--- src/rtl/display_arbiter.sv ---
// display_arbiter: two-requester owner arbitration for the seven-segment value.
// A requester that wins ownership keeps it for at least HOLD_CYCLES cycles;
// after that the other requester can take over. Round-robin bit rr breaks ties in IDLE.
// Optional build macro DISPLAY_ARB_TIMEOUT_EN: release ownership (and blank the
// display) after IDLE_TIMEOUT cycles without a transfer.
module display_arbiter #(
  parameter logic [23:0] HOLD_CYCLES  = 24'd33000,
  parameter logic [23:0] IDLE_TIMEOUT = 24'd3300000
) (
  input  logic        clk,
  input  logic        rst,
  input  logic        req0_valid,
  input  logic [31:0] req0_data,
  output logic        req0_ready,
  input  logic        req1_valid,
  input  logic [31:0] req1_data,
  output logic        req1_ready,
  output logic [31:0] bcd_data,
  output logic [1:0]  owner,
  output logic        update
);

  typedef enum logic [1:0] {
    IDLE = 2'b00,
    OWN0 = 2'b01,
    OWN1 = 2'b10
  } state_t;

  state_t      state;
  state_t      stateNext;
  logic        rr;
  logic [23:0] holdCnt;
  logic        holdDone;
  logic        xfer0;
  logic        xfer1;
  logic        grant0;
  logic        grant1;
  logic        timeoutHit;

  assign owner    = state;
  assign holdDone = (holdCnt == 24'd0);
  assign xfer0    = req0_valid && req0_ready;
  assign xfer1    = req1_valid && req1_ready;
  // A grant is a transfer from a requester that does not already own the display.
  assign grant0   = xfer0 && (state != OWN0);
  assign grant1   = xfer1 && (state != OWN1);

`ifdef DISPLAY_ARB_TIMEOUT_EN
  logic [23:0] idleCnt;
  logic        owning;

  assign owning     = (state == OWN0) || (state == OWN1);
  assign timeoutHit = owning && (idleCnt == 24'd0) && holdDone && !req0_valid && !req1_valid;

  // Inactivity counter: reloads on every transfer, counts down while someone owns.
  always_ff @(posedge clk) begin
    if (rst) begin
      idleCnt <= 24'd0;
    end else if (xfer0 || xfer1) begin
      idleCnt <= IDLE_TIMEOUT - 24'd1;
    end else if (owning && (idleCnt != 24'd0)) begin
      idleCnt <= idleCnt - 24'd1;
    end
  end
`else
  assign timeoutHit = 1'b0;
`endif

  // Ready generation and next-state selection.
  always_comb begin
    // NOTE: every signal written here gets a default first, so no path can infer a latch.
    stateNext  = state;
    req0_ready = 1'b0;
    req1_ready = 1'b0;
    case (state)
      IDLE: begin
        if (req0_valid && (!req1_valid || !rr)) begin
          req0_ready = 1'b1;
          stateNext  = OWN0;
        end else if (req1_valid) begin
          req1_ready = 1'b1;
          stateNext  = OWN1;
        end
      end
      OWN0: begin
        if (holdDone && req1_valid) begin
          req1_ready = 1'b1;
          stateNext  = OWN1;
        end else begin
          req0_ready = 1'b1;
        end
      end
      OWN1: begin
        if (holdDone && req0_valid) begin
          req0_ready = 1'b1;
          stateNext  = OWN0;
        end else begin
          req1_ready = 1'b1;
        end
      end
      default: stateNext = IDLE;
    endcase
    if (timeoutHit) begin
      stateNext = IDLE;
    end
    // Nothing may be accepted while reset is asserted; that transfer would be lost anyway.
    if (rst) begin
      req0_ready = 1'b0;
      req1_ready = 1'b0;
    end
  end

  // State, round-robin, hold counter and display register.
  always_ff @(posedge clk) begin
    // NOTE: non-blocking assignments so every flop samples pre-edge values.
    if (rst) begin
      state    <= IDLE;
      rr       <= 1'b0;
      holdCnt  <= 24'd0;
      bcd_data <= 32'h0;
      update   <= 1'b0;
    end else begin
      state  <= stateNext;
      update <= xfer0 || xfer1;
      if (xfer0) begin
        bcd_data <= req0_data;
      end else if (xfer1) begin
        bcd_data <= req1_data;
      end
      if (grant0 || grant1) begin
        holdCnt <= HOLD_CYCLES - 24'd1;
        rr      <= grant0;
      end else if (!holdDone) begin
        holdCnt <= holdCnt - 24'd1;
      end
      if (timeoutHit) begin
        bcd_data <= 32'h0;
        update   <= 1'b1;
      end
    end
  end

endmodule

--- config.mk ---
export PLATFORM = sky130hd
export DESIGN_NAME = display_arbiter
export DESIGN_NICKNAME = d
export VERILOG_FILES = /design/src/rtl/display_arbiter.sv
export SDC_FILE = /design/constraint.sdc
export NUM_CORES = 1
export LEC_CHECK = 0
export BUFFER_PORTS_ARGS = -buffer_cell sky130_fd_sc_hd__buf_2
export CORE_MARGIN = 4
export CORE_UTILIZATION = 55
export CTS_BUF_LIST = sky130_fd_sc_hd__clkbuf_8
export DETAILED_ROUTE_END_ITERATION = 6
export PLACE_DENSITY = 0.89
export SLEW_MARGIN = 5
export SYNTH_ARGS = -nofsm -noshare
export SYNTH_HDL_FRONTEND = slang
export SYNTH_SLANG_ARGS = --single-unit
--- constraint.sdc ---
create_clock -name clk -period 5.03 [get_ports clk]
set_clock_uncertainty 0.1 [all_clocks]
set_input_delay 0.503 -clock clk [delete_from_list [all_inputs] [get_ports clk]]
set_output_delay 0.503 -clock clk [all_outputs]
set_load 0.03 [all_outputs]
==> results of run 1 <==
## cells in the final DEF (no fill, tap or decap), types with 2 or more instances in the layout
cell and n:
buf_2 104, dfxtp_1 60, nand2_1 46, o21ai_1 36, nor2_1 35, mux2i_1 31, clkbuf_8 13, xnor2_1 11
a21oi_1 10, xor2_1 10, nor4_1 7, a211oi_1 6, nor3_1 6, inv_1 5, o21ai_0 5, or3_1 4
or4_4 3, nand2b_1 3, or4_1 2, or2_2 2, nor4_2 2, nand4b_1 2, o211ai_1 2, a31oi_1 2
or2_1 2, nand3b_1 2, ha_1 2
## power by group
group / total, W / leakage, nW / internal (W) / switching [W]
Combinational: 0.000981 / 0.925 / 0.000368 / 0.000613
Clock: 0.000468 / 0.112 / 0.000282 / 0.000186
Sequential: 0.000723 / 0.494 / 0.000610 / 0.000112
Total: 0.00217 / 1.53 / 0.00126 / 0.000911
## through the flow
step | util, % | power, W | cell area [µm²]
6_report | 73.8 | 0.00217 | 3580
5_1_grt | 73.8 | 0.00232 | 3580
4_1_cts | 73.8 | 0.00217 | 3580
3_5_place_dp | 69.2 | 0.00170 | 3360
3_3_place_gp | 69.2 | 0.00166 | 3360
2_1_floorplan | - | 0.00147 | 2830
## routing by layer
layer / up-vias / track usage [%] / wire, µm
li1: 1338 / - / -
met1: 1256 / 28.5 / 3090
met2: 125 / 38.5 / 3590
met3: 23 / 5.98 / 561
met4: 0 / 14.6 / 259
met5: - / 0 / 0
## state kept, by name (all words and copies together), names as in the netlist
register,count
bcd_data,32
rr,1
holdCnt,24
owner,2
update,1
## worst paths after layout
kind,startpoint,to,depth (start not counted)
worst min register to register,bcd_data[19]$_SDFFE_PP0P_,bcd_data[19]$_SDFFE_PP0P_,2
worst max-delay path,holdCnt[17]$_SDFFE_PP0P_,req0_ready,6
worst min-delay path,req0_data[7],bcd_data[7]$_SDFFE_PP0P_,3
worst max register to register,holdCnt[17]$_SDFFE_PP0P_,holdCnt[17]$_SDFFE_PP0P_,6
## logic make-up (layout without fill, tap and decap cells)
kind of cell	after synthesis	after routing	share of synthesized area, %
flip-flops	60	60	42.5
multiplexers	31	31	11.0
XOR/XNOR	21	21	6.50
AO/OA/AOI/OAI	67	67	13.8
buffers and inverters	22	127	3.80
adder cells (fa/ha/maj)	2	2	0.884
AND/OR/NAND/NOR	123	123	21.6
## final cells by class
cell class	count	area share, %
clock buffer	13	5.00
clock inverter	3	1.19
inverter	6	0.630
multi-input combinational	244	42.5
sequential	60	33.6
tap	67	2.34
timing repair buffer	105	14.8
## worst min-delay path: stages
cell and delay [ps]:
buf_2 70, nand2_1 40, o21ai_1 50
==> results.md, run 1 <==
- N_diodes: 0
- Row count: 25
- Rel. slew slack: 24.3%
- Layout cells sized above 1: 30.6%
- Worst Hold Slack: 264 ps
- Ys flop type: dfxtp_1
- Top cells by count, synth: dfxtp_1 (60), nand2_1 (46), o21ai_1 (36)
- Leak: 1.53 nW
- Seq/Total Area, Yosys: 42.5%
- Drt drc: 0
- FF-to-FF setup slack: 1740 ps
- Final setup viols: 0
- Register Area: 0.00120 mm²
- Post-CTS Setup Bufs: 0
- Synth area leader: dfxtp_1
- DIE WIDTH: 79.7 µm
- Fin. Hold Viols: 0
- Root buffer cell: clkbuf_8
- Largest net degree at the start of global routing: 34
- Ys async rst share: 0%
- Max H-tree Level: 3
- Area Overhead vs Synth: 26.4%
- DIE AREA: 0.00636 mm²
- Most used standard cell by instance count after synthesis: dfxtp_1
- Status: complete, no violations
- Final worst path period need: 3430 ps
- Clk_lat worst skew: 340 ps
- Max Slew Vio Count: 0
- CP Capture Type: primary output
- Initial DRC Count: 140
- Yosys cell types: 42
- TritonCTS clock tree: built
- Synth Cell Area: 0.00283 mm²
- P per Cell Area: 607 mW/mm²
- Clock-pin slew on the worst setup and hold paths: 60 ps
- Hold crit path type: in -> reg
- Setup WS post-layout: 1600 ps
- Clock Sinks: 60
- Top post-synthesis cells by area: dfxtp_1 (42%), mux2i_1 (11%), o21ai_1 (6.4%), nand2_1 (6.1%), nor2_1 (4.6%)
- Num CTS Buffers: 9
- Area of the multi-input gates: 0.00152 mm²
- Drt wl/cell: 15.0 µm
- Core footprint: 0.00485 mm²
- IO Count: 105
- CP bufs+invs: 1
- DRT Wirelength: 7490 µm
- Synthesized area per cell: 8.68 µm²
- Least-Margin Pin Slew: 1130 ps
- Initial antenna violation count: 0
- Worst EP required: 4430 ps
- Post_cts resized: 0
- Yosys warnings: 0
- Dpl cells: 482
- GPL Wtd Cong: 0.830
- Startpoint Class: register
- I/O Buffers: 104
- Max-cap violation count: 0
- DR vias: 2742
- Mapped Cells: 326
- Critical path data arrival time: 2830 ps
- Hold bufs inserted after CTS: 0
- Vias in the first global route: 2571
- Post-synth EDFFs: 0
- First-pass GRT wire length: 11800 µm
- Worst-path maximum fanout: 9
- Initial Util: 58.3%
- Mean number of vias per cell: 5.51
- Yosys top cell area share: 42.5%
- Die Y: 79.7 µm
- Crit Path Category: reg -> out
- Syn nets: 396
- GRT Total Usage: 23.9%
- Max frequency: 0.291 GHz
- Largest stage delay, worst path: 570 ps
- # fillers: 353
- DP Worst Slack: 1730 ps
- Drt first pass iters: 6
- Period utilization: 68.3%
- Post-synthesis register bit count: 60
- Max VDD drop: 0.406 mV
- Non-Filler Instances: 498
- RSZ-0062 raised after global routing: no
- Clock buffer depth: 2
- Total Nets Final: 496
- Cell Chain, Critical Path: or4_4 > nor4_2 > and4b_1 > a21oi_1 > a211oi_1 > buf_2
- Total gr overflow: 0
- Antenna viol nets, final: 0
- Slowest cell on crit path: or4_4
- Top Family by Delay on Critical Path: simple AND/OR/NAND/NOR gates
- Fin Setup TNS: 0 ps
- Final HPWL DP: 5520 µm
Power figures use the tool's default switching activity.
==> run 2, diff against run 1 <==
--- a/config.mk
+++ b/config.mk
@@ -5,12 +5,13 @@
 export SDC_FILE = /design/constraint.sdc
 export NUM_CORES = 1
 export LEC_CHECK = 0
+export ABC_AREA = 1
 export BUFFER_PORTS_ARGS = -buffer_cell sky130_fd_sc_hd__buf_2
 export CORE_MARGIN = 4
-export CORE_UTILIZATION = 55
+export CORE_UTILIZATION = 48
 export CTS_BUF_LIST = sky130_fd_sc_hd__clkbuf_8
 export DETAILED_ROUTE_END_ITERATION = 6
-export PLACE_DENSITY = 0.89
+export PLACE_DENSITY = 0.79
 export SLEW_MARGIN = 5
 export SYNTH_ARGS = -nofsm -noshare
 export SYNTH_HDL_FRONTEND = slang
==> constraint.sdc (replaced) <==
create_clock -name clk -period 3.04 [get_ports clk]
set_clock_uncertainty 0.1 [all_clocks]
set_input_delay 0.304 -clock clk [delete_from_list [all_inputs] [get_ports clk]]
set_output_delay 0.304 -clock clk [all_outputs]
set_load 0.03 [all_outputs]
==> results.md, run 2 <==
- Fin Setup TNS: 0 ps
- Setup crit start: holdCnt[0]$_SDFFE_PP0P_
- Mapped Cells: 511
- Mean number of vias per cell: 5.11
- Commonest non-fill, non-tap cell in the layout: buf_2
- Final worst path period need: 2670 ps
- Synth Cell Area: 0.00345 mm²
- GRT Total Usage: 21.1%
- Final HPWL DP: 6600 µm
- Startpoint Class: register
- DR vias: 3598
- Clock-pin slew on the worst setup and hold paths: 80 ps
- Clock share of power: 17.9%
- Root buffer cell: clkbuf_8
- Vias in the first global route: 3319
- Layout cells sized above 1: 24.2%
- Seq pwr share: 29.5%
- Crit Path Category: reg -> reg
- Max VDD drop: 0.362 mV
- Critical path data arrival time: 2790 ps
- Met2 WL post-DR: 4340 µm
- First-pass GRT wire length: 14900 µm
- Clock buffer depth: 2
- Row count: 30
- Worst EP required: 3160 ps
- Drt drc: 0
- Drt first pass iters: 6
- Top cells by count, synth: nand3_1 (85), inv_1 (83), nand2_1 (74)
- Initial antenna violation count: 0
- Leak: 2.20 nW
- Initial Util: 50.0%
- Design Power: 0.00393 W
- Dpl cells: 688
- HP Start: req1_data[24]
- Total gr overflow: 0
- Total Nets Final: 673
- TritonCTS clock tree: built
- Non-Filler Instances: 704
- Top post-synthesis cells by area: dfxtp_1 (35%), nand3_1 (12%), inv_1 (9.0%), nand2_1 (8.0%), nand4_1 (6.7%)
- N_diodes: 0
- Core footprint: 0.00691 mm²
- Commonest non-fill, non-tap cells in the layout: buf_2 (104), nand3_1 (85), inv_1 (83)
- Final Core Density: 61.0%
- Yosys cell types: 31
- Synthesized area per cell: 6.76 µm²
- Fin. Hold Viols: 0
- Least-Margin Pin Slew: 514 ps
- # fillers: 650
- Hold crit path type: in -> reg
- Worst Hold Slack: 210 ps
- IO Count: 105
- Die Y: 92.8 µm
- Top reg by flops: bcd_data
- Int Pwr: 0.00209 W
- Yosys top cell area share: 34.8%
- RSZ-0062 raised after global routing: no
- Final setup viols: 0
- Clk_lat worst skew: 330 ps
- DIE WIDTH: 92.8 µm
- Synth area leader: dfxtp_1
- Rel. slew slack: 65.7%
- Period utilization: 87.9%
- Switching portion of total power: 47.0%
- Max H-tree Level: 3
- Drt wl/cell: 13.0 µm
- Post-synth EDFFs: 0
- Initial DRC Count: 326
- Yosys warnings: 0
- DIE AREA: 0.00862 mm²
- Metal3 WL: 795 µm
- Max Slew Vio Count: 0
- Met1 WL: 3940 µm
- GPL Wtd Cong: 0.936
- Area of the multi-input gates: 0.00178 mm²
- P per Cell Area: 934 mW/mm²
- Reg-to-reg critical path startpoint: holdCnt[0]$_SDFFE_PP0P_
- CP Capture Type: register
- Uppermost layer routed: met4
- I/O Buffers: 104
- Worst-path maximum fanout: 20
- Post-synthesis register bit count: 60
- Ys flop type: dfxtp_1
- Most used standard cell by instance count after synthesis: nand3_1
- Num CTS Buffers: 9
- Antenna viol nets, final: 0
- Clock Sinks: 60
- Status: complete, no violations
- Max-cap violation count: 0
- Register Area: 0.00120 mm²
- Max frequency: 0.374 GHz
- Sw Pwr: 0.00185 W
- Largest net degree at the start of global routing: 39
- Max FFs per register: 32
- Hold bufs inserted after CTS: 0
- DRT Wirelength: 9180 µm
- Syn nets: 581
- Ys async rst share: 0%
- Seq/Total Area, Yosys: 34.8%
- Combinational power share: 52.6%
- Area Overhead vs Synth: 21.9%
run 2: cell types whose count changed in the layout (fill, tap and decap cells not counted), sizes merged, moves of 5 or more:
cell / change
a211oi: -6
nand4: +36
nor2: +19
buf: +5
o21ai: -38
a21oi: +25
nand2: +31
or4: -5
inv: +83
nand3: +91
mux2i: -31
run 2: power groups by stage:
stage | sequential (W) | clock (W) | combinational [W]
after CTS | 0.00116 | 0.000713 | 0.00206
after detailed placement | 0.00117 | 0 | 0.00204
after global placement | 0.00117 | 0 | 0.00202
final | 0.00116 | 0.000706 | 0.00207
after floorplan | 0.00125 | 0 | 0.00153
after global routing | 0.00118 | 0.000743 | 0.00233
run 2: layout make-up:
class / count / share of cell area, %
clock inverters: 7 / 1.60
repair buffers: 110 / 14.0
well taps: 96 / 2.85
clock buffers: 9 / 2.94
multi-input cells: 334 / 42.2
inverters: 88 / 7.84
flip-flops and latches: 60 / 28.5
run 2: worst paths after layout:
check | endpoint | slack (ps) | cells past startpoint
hold reg to reg | bcd_data[13]$_SDFFE_PP0P_ | 380 | 2
setup reg to reg | holdCnt[10]$_SDFFE_PP0P_ | 370 | 12
setup / recovery | holdCnt[10]$_SDFFE_PP0P_ | 370 | 12
hold / removal | bcd_data[24]$_SDFFE_PP0P_ | 210 | 5
run 2: cells by family (layout without fill, tap and decap cells):
group                    count (synthesis)  in the layout  synth area share, %
AO/OA/AOI/OAI                           42             42                 6.85
XOR/XNOR                                19             19                 4.82
adder cells (fa/ha/maj)                  2              2                0.724
buffers and inverters                  117            214                 14.0
flip-flops                              60             60                 34.8
AND/OR/NAND/NOR                        271            271                 38.8
run 2: metal layers:
metal / up-vias / GRT usage [%]
met2: 150 / 34.0
met3: 12 / 6.09
li1: 1849 / -
met4: 0 / 6.35
met5: - / 0
met1: 1587 / 27.2
run 2: metrics by stage:
stage | worst slack [ps] | instance area (µm²)
6_report | 367 | 4210
5_1_grt | 58.3 | 4210
4_1_cts | 307 | 4200
3_5_place_dp | 336 | 4010
3_3_place_gp | 432 | 4010
2_1_floorplan | 931 | 3450
run 2: what timing repair did:
| action | CTS | global route |
|---|---|---|
| endpoints found under the setup margin | 0 | 2 |
| setup buffers | 0 | 0 |
| resized for setup | 0 | 1 |
run 2: critical path, stage by stage, from the launching register on:
cell and delay [ps]:
dfxtp_1 340, inv_1 160, ha_1 230, nand2_1 60
nor2_1 130, nand2_2 80, nor2_4 140, nand3_2 110
nand3_2 280, buf_4 320, o2111ai_4 240, nand3_4 280
nor2_1 70
